File: config.mk
export PLATFORM = sky130hd
export DESIGN_NAME = timer_contador_flat
export DESIGN_NICKNAME = d
export VERILOG_FILES = /design/src/rtl/timer_contador_if.sv /design/src/rtl/timer_contador.sv /design/src/flat_wrapper.sv
export SDC_FILE = /design/constraint.sdc
export NUM_CORES = 1
export LEC_CHECK = 0
export CORE_MARGIN = 2
export CORE_UTILIZATION = 47
export DETAILED_ROUTE_END_ITERATION = 10
export PLACE_DENSITY_LB_ADDON = 0.12
export SETUP_SLACK_MARGIN = 0.3
export SLEW_MARGIN = 20
export SYNTH_ARGS = -nofsm -noshare
export SYNTH_HDL_FRONTEND = slang
export SYNTH_SLANG_ARGS = --single-unit
File: constraint.sdc
create_clock -name clk -period 1.8 [get_ports clk]
set_input_delay 0.45 -clock clk [delete_from_list [all_inputs] [get_ports clk]]
set_output_delay 0.45 -clock clk [all_outputs]
set_load 0.05 [all_outputs]
File: src/rtl/timer_contador_if.sv
// Keypad / magnetron / display bundle of the microwave cooking timer.
// master: keypad and magnetron side (drives inputs, reads the display).
// slave : the timer itself.
interface timer_contador_if;
    logic       clearn;       // keypad clear, active-low, level-sensitive
    logic       digit_valid;  // one-cycle strobe: digit holds a keypad digit
    logic [3:0] digit;        // BCD keypad digit 0-9
    logic       mag_on;       // magnetron running; enables countdown
    logic       startn;       // start button, active-low (quick start only)
    logic [3:0] min_tens;
    logic [3:0] min_ones;
    logic [3:0] sec_tens;
    logic [3:0] sec_ones;
    logic       timer_done;   // high while the time is 00:00

    modport master (
        output clearn, digit_valid, digit, mag_on, startn,
        input  min_tens, min_ones, sec_tens, sec_ones, timer_done
    );

    modport slave (
        input  clearn, digit_valid, digit, mag_on, startn,
        output min_tens, min_ones, sec_tens, sec_ones, timer_done
    );
endinterface

File: src/rtl/timer_contador.sv
// Cooking-time countdown timer: holds a 4-digit BCD MM:SS value entered from
// the keypad, counts it down once per second while the magnetron runs, and
// flags timer_done at 00:00.
// Optional macro TIMER_QUICK_START_EN: a start-button press at 00:00 with the
// magnetron off loads 00:30.
module timer_contador #(
    parameter int CLK_HZ = 100  // clk cycles per second, >= 2
) (
    input logic              clk,
    input logic              rst,
    timer_contador_if.slave  bus
);

    localparam int              PW        = (CLK_HZ > 1) ? $clog2(CLK_HZ) : 1;
    localparam logic [PW-1:0]   PRESC_MAX = PW'(CLK_HZ - 1);

    if (CLK_HZ < 2) begin : g_bad_clk_hz
        $error("timer_contador: CLK_HZ must be >= 2");
    end

    logic [15:0]   count_q, count_d;  // {min_tens, min_ones, sec_tens, sec_ones}
    logic [PW-1:0] presc_q, presc_d;
    logic          count_zero;

    assign count_zero = (count_q == 16'h0000);

    // One-second BCD decrement with borrow through all four digits.
    // Never applied to 00:00, so the minutes-tens underflow cannot occur.
    function automatic logic [15:0] bcd_dec(input logic [15:0] c);
        logic [3:0] mt, mo, st, so;
        {mt, mo, st, so} = c;
        if (so != 4'd0) begin
            so = so - 4'd1;
        end else begin
            so = 4'd9;
            if (st != 4'd0) begin
                st = st - 4'd1;
            end else begin
                st = 4'd5;
                if (mo != 4'd0) begin
                    mo = mo - 4'd1;
                end else begin
                    mo = 4'd9;
                    mt = mt - 4'd1;
                end
            end
        end
        return {mt, mo, st, so};
    endfunction

`ifdef TIMER_QUICK_START_EN
    logic startn_q;
    logic start_fall;

    // Start-button history for falling-edge detection.
    always_ff @(posedge clk) begin
        if (rst) begin
            startn_q <= 1'b1;
        end else begin
            startn_q <= bus.startn;
        end
    end

    assign start_fall = startn_q & ~bus.startn;
`else
    logic startn_unused;
    assign startn_unused = bus.startn;
`endif

    // Next-state: clear > quick start > digit entry > countdown.
    always_comb begin
        // NOTE: hold-by-default assignments first keep this block latch-free.
        count_d = count_q;
        presc_d = presc_q;
        if (!bus.clearn) begin
            count_d = 16'h0000;
            presc_d = '0;
        end
`ifdef TIMER_QUICK_START_EN
        else if (start_fall && !bus.mag_on && count_zero) begin
            count_d = 16'h0030;
            presc_d = '0;
        end
`endif
        else if (bus.digit_valid && !bus.mag_on && (bus.digit <= 4'd9)) begin
            count_d = {count_q[11:0], bus.digit};
            presc_d = '0;
        end else if (bus.mag_on && !count_zero) begin
            if (presc_q == PRESC_MAX) begin
                // Wrapping here also leaves the prescaler at 0 on reaching 00:00.
                presc_d = '0;
                count_d = bcd_dec(count_q);
            end else begin
                presc_d = presc_q + PW'(1);
            end
        end
    end

    // Count and prescaler registers with synchronous reset.
    always_ff @(posedge clk) begin
        // NOTE: non-blocking assignments so every register samples pre-edge values.
        if (rst) begin
            count_q <= 16'h0000;
            presc_q <= '0;
        end else begin
            count_q <= count_d;
            presc_q <= presc_d;
        end
    end

    assign bus.min_tens   = count_q[15:12];
    assign bus.min_ones   = count_q[11:8];
    assign bus.sec_tens   = count_q[7:4];
    assign bus.sec_ones   = count_q[3:0];
    assign bus.timer_done = count_zero;

endmodule

File: src/flat_wrapper.sv
// flat-port wrapper written by rule: the top's interface ports become plain ports
module timer_contador_flat 
#(
    parameter int CLK_HZ = 100                                
)
  (clk, rst, bus_clearn, bus_digit_valid, bus_digit, bus_mag_on, bus_startn, bus_min_tens, bus_min_ones, bus_sec_tens, bus_sec_ones, bus_timer_done);
  timer_contador_if bus_i ();
  input logic clk;
  input logic rst;
  input wire logic [$bits(bus_i.clearn)-1:0] bus_clearn;
  input wire logic [$bits(bus_i.digit_valid)-1:0] bus_digit_valid;
  input wire logic [$bits(bus_i.digit)-1:0] bus_digit;
  input wire logic [$bits(bus_i.mag_on)-1:0] bus_mag_on;
  input wire logic [$bits(bus_i.startn)-1:0] bus_startn;
  output wire logic [$bits(bus_i.min_tens)-1:0] bus_min_tens;
  output wire logic [$bits(bus_i.min_ones)-1:0] bus_min_ones;
  output wire logic [$bits(bus_i.sec_tens)-1:0] bus_sec_tens;
  output wire logic [$bits(bus_i.sec_ones)-1:0] bus_sec_ones;
  output wire logic [$bits(bus_i.timer_done)-1:0] bus_timer_done;
  assign bus_i.clearn = bus_clearn;
  assign bus_i.digit_valid = bus_digit_valid;
  assign bus_i.digit = bus_digit;
  assign bus_i.mag_on = bus_mag_on;
  assign bus_i.startn = bus_startn;
  assign bus_min_tens = bus_i.min_tens;
  assign bus_min_ones = bus_i.min_ones;
  assign bus_sec_tens = bus_i.sec_tens;
  assign bus_sec_ones = bus_i.sec_ones;
  assign bus_timer_done = bus_i.timer_done;
  timer_contador #(.CLK_HZ(CLK_HZ)) u_core (.clk(clk), .rst(rst), .bus(bus_i));
endmodule
# Yosys cells after proc, flatten, opt, wreduce, memory -nomap -nowiden
# Cells that the tools add are included.
[totals]
reg_bits = 23
inputBits = 10
out_inout_bits = 17
wordCells = 46
[classes]
addsub = 5
magnitude_cmp = 1
eq_ne = 4
muxes = 13
bitwise = 1
n_reduce_logical = 17
[ops]
columns = ["operator", "n"]
rows = [
  ["two-way mux 16 bit", 3],
  ["two-way mux 4 bit", 9],
  ["logical NOT 16 bit", 1],
  ["subtractor 4 x 1 -> 4 bit (second input constant)", 4],
  ["nonzero test 4 bit", 3],
  ["adder 7 x 1 -> 7 bit (second input constant)", 1],
  ["equality test 7 bit (second input constant)", 1],
  ["two-way mux 7 bit", 1],
  ["inequality test 2 x 1 -> 1 bit (second input constant)", 3],
  ["AND reduction 5 bit", 1],
  ["<= comparator 4 bit (second input constant)", 1],
  ["AND reduction 4 bit", 1],
  ["nonzero test 2 bit", 2],
  ["logical AND 1 bit", 3],
  ["AND reduction 3 bit", 1],
  ["OR reduction 3 bit", 1],
  ["logical NOT 1 bit", 2],
  ["AND reduction 2 bit", 1],
  ["OR reduction 2 bit", 1],
  ["inverter 1 bit", 1],
]

# Longest topological paths before layout
[depth]
ltp_word = 7
ltp_mapped = 8
depth_no_buf = 6

# Least setup slack after synthesis
# OpenSTA, ideal clock, no wires.
[synth_path]
kind = "reg2out"
from = "reg u_core.count_q[12]"
to = "out bus_timer_done"
t_arrival_ns = 2.485
required_ns = 1.350
path_slack_ns = -1.135
path_stages_with_launch = 6
n_path_buf = 1
path_cell_list = "dfxtp_1 > inv_1 > ha_1 > or3b_2 > buf_2 > nor3_1"
[synth_via]
elab_chain_len = 1
[synth_lines]
columns = ["item", "line", "rtl"]
rows = [
  ["from (decl)", "timer_contador.sv:21", "logic [15:0] count_q, count_d;"],
  ["from (signal assigned)", "timer_contador.sv:106", "count_q <= count_d;"],
  ["logical NOT 16 bit", "timer_contador.sv:25", "assign count_zero = (count_q == 16'h0000);"],
  ["to (decl)", "flat_wrapper.sv:19", "output wire logic [$bits(bus_i.timer_done)-1:0] bus_timer_done;"],
]
# No other way between the ends.

# Final worst setup path
[layout_path]
from = "reg u_core.count_q[0]"
to = "out bus_timer_done"
# The elaborated chain is that of the path after synthesis.

==> results.cfg <==
[yosys]
ys.flop_type = sky130_fd_sc_hd__dfxtp_1
post-synth-top-area-fraction_pct = 31.2
sequential_cell_area_fraction_in_the_yosys_report_pct = 31.2
syn_area_um2 = 1470
netlist_instances = 175
postSynthRegisterBits = 23
synth_nets = 188
synth_cell_types = 50
synth-async-reset-ratio_pct = 0
synth_top_area_cell = sky130_fd_sc_hd__dfxtp_1
yosys_warnings = 0
syn_avg_cell_area_um2 = 8.42
synth_enable_flop_cells = 0
netlist_top_cells_area = sky130_fd_sc_hd__dfxtp_1 31%, sky130_fd_sc_hd__nand2_1 5.1%, sky130_fd_sc_hd__o311ai_0 3.6%

[grt]
grt_first_pass_wirelength_mm = 8.02
antenna_found_initial = 0
via_count_of_the_first_global_routing_pass = 1724
global_route.overflow_total = 0
grt.total_usage_pct = 29.1
grt_start_max_net_pins = 13

[worst_setup_path]
worst_r2r_endpoint = u_core.count_q[14]
cp_slowest_cell = sky130_fd_sc_hd__dfxtp_4
capturing_element_of_the_worst_setup_path = bus_timer_done
origin_of_the_critical_flop_to_flop_path = u_core.count_q[0]
critical_path.max_stage_delay_ns = 0.40
worst_setup_path_end_kind = primary output
worstPathCellList = nor4_4 -> buf_4 -> nand2_1 -> nor3_4 -> buf_12
origin_of_the_worst_setup_path = u_core.count_q[0]
timing.setup.critical_path_class = reg2out
setup.worst_path.start_class = flip-flop
reg2regPathDepth = 10
timing.critical_path.arrival_ns = 1.68
r2r_setup_slack_ns = -0.25
crit_required_ns = 1.35
crit_path_max_fanout = 4

[final_layout]
instances_no_fill = 303
drive_above_1_share_pct = 59.5
num-nets-final = 273
antenna_cells_inserted = 0
layout-area-overhead-vs-synth_pct = 77.1

[clock_tree]
clk_root_buffer_cell = sky130_fd_sc_hd__clkbuf_4
clock-sinks = 23
cts_tree = built
cts_buffers = 3
worstSkewPairLatency_ns = 0.32
cts-hold-fix-buffers = 0
clkTransAtPathRegs_ns = 0.14
cts_buffer_depth = 2
cts_htree_levels = 1

[route]
routed-via-count = 1949
ant_nets = 0
firstDrtPassIters = 4
drc = 0
drt_wl_total_mm = 6.34
routedWlPerCell_um = 20.9
drtIter0Drc = 186
drt-vias-per-instance = 6.43

[status]
run_status = complete, but fails checks
violated_checks = negative setup slack

[placed_design]
place_inst = 276
detailedPlacementHpwl_mm = 3.44
io_buffer_count = 25
globalplace.congestion = 0.863

[power_and_ir_drop]
p_leak_nw = 1.04
cellPowerDensity_nw_per_um2 = 371
irDropWorstVdd_uv = 304

[timing]
hold_viol = 0
slew_viol_final = 0
fin_worst_hold_slack_ns = 0.523
min_period_over_period_pct = 118
final.min_clock_period_ns = 2.13
setup_ws_ns = -0.329
measured_slew_at_the_worst_slew_check_pin_ns = 0.444
max-slew-margin-rel_pct = 70.3
clock-skew-final_ns = 0.00711
timing.final.setup_violations = 23
rsz_0062_raised_after_global_routing = yes
clock.fmax_mhz = 470

[die]
horizontal_extent_of_the_die_um = 60
initial_standard_cell_utilization_of_the_core_pct = 48.7
floorplan.die_area_um2 = 3600
core-area_um2 = 3030
fp.dieH_um = 60
floorplan.rows = 20
io_pins = 27

[run]
total_of_max_cap_violations = 0

[worst_hold_path]
worstHoldPathType = reg2reg
flip-flops by register name (all words and copies together), names as in the netlist:
| register | cells |
|---|---|
| u_core.count_q | 16 |
| u_core.presc_q | 7 |
power by group:
part	switching, mW	total (mW)	internal, mW
clock network	0.174	0.261	0.0868
registers	0.00416	0.504	0.500
logic	0.102	0.203	0.101
critical path: cells and delay by family, from the launching register on:
family,cells,cell delay [ns]
buf+inv,2,0.33
flops,1,0.40
simple gates,3,0.63
synth_stat cells (all sizes together), types with 2 or more instances:
cell / n
dfxtp: 23
nand2: 20
nor2: 13
o21ai: 9
or3: 9
a21oi: 8
or4: 8
buf: 7
nand3: 7
nand4: 7
o311ai: 7
nor3: 6
nor4: 6
a221o: 5
inv: 4
nand2b: 4
o211ai: 4
ha: 3
o311a: 3
a31oi: 2
and3: 2
nor2b: 2
nor3b: 2
o31ai: 2
layout by cell type, fill, tap and decap left out, drive strengths merged, types with 2 or more instances in the layout:
cell type and n:
or4 8, ha 3, or3 9, nor3b 2, and3 2, inv 4, nor3 6, clkdlybuf4s50 7
o31ai 2, o311ai 7, clkbuf 4, nand2b 4, nand2 20, dfxtp 23, o21ai 9, nor4 6
nand4 7, nor2b 2, a21oi 8, a31oi 2, nand3 7, o211ai 4, o311a 3, nor2 13
buf 80, a221o 5
metal layers:
metal,GRT usage (%),routed length [um],vias to the layer above
met5,0,0,-
met4,7.62,343,0
met3,2.38,327,36
met2,55.6,3300,106
met1,34.1,2360,944
li1,-,-,863
how the worst min path moves through the flow:
stage | slack, ns | depth (start not counted) | end | start
2_1_floorplan | 0.46 | 2 | u_core.presc_q[6] | u_core.presc_q[6]
6_report | 0.52 | 2 | u_core.presc_q[5] | u_core.presc_q[5]
4_1_cts | 0.52 | 2 | u_core.count_q[10] | u_core.count_q[6]
5_1_grt | 0.56 | 2 | u_core.presc_q[5] | u_core.presc_q[5]
3_5_place_dp | 0.49 | 2 | u_core.count_q[10] | u_core.count_q[6]
3_3_place_gp | 0.47 | 2 | u_core.presc_q[6] | u_core.presc_q[6]
cell type report:
type,instances,area [um2]
multi-input combinational,140,1210
timing repair buffer,88,793
sequential,23,502
fill,152,418
tap,44,55.1
clock buffer,4,26.3
inverter,4,20.0
metrics by stage:
stage               instance area [um2]  setup WS [ns]  utilization (%)  setup TNS, ns  total power [mW]
floorplan                          1650         -0.161                -          -1.43             0.607
global placement                   2160         -0.598             71.2         -12.08             0.664
detailed placement                 2160         -0.662             71.2         -13.09             0.668
CTS                                2370         -0.243             78.2          -1.34             0.936
global route                       2610         -0.371             86.2          -5.19             0.991
finish                             2610         -0.329             86.2          -3.73             0.968
cells by family after synthesis:
kind of cell | synth area share, %
simple gates | 37.2
flops | 31.2
buf+inv | 4.67
fa+ha+maj | 2.55
compound gates | 24.4
repair_timing:
| action | 4_1_cts | 5_1_grt |
|---|---|---|
| buffers inserted | 13 | 9 |
| setup endpoints to repair | 24 | 30 |
| resized for setup | 25 | 44 |
| endpoints found under the hold margin | 0 | 0 |
| cloned | 1 | 0 |
| pin swaps | 9 | 20 |
(Power assumes the default switching activity.)
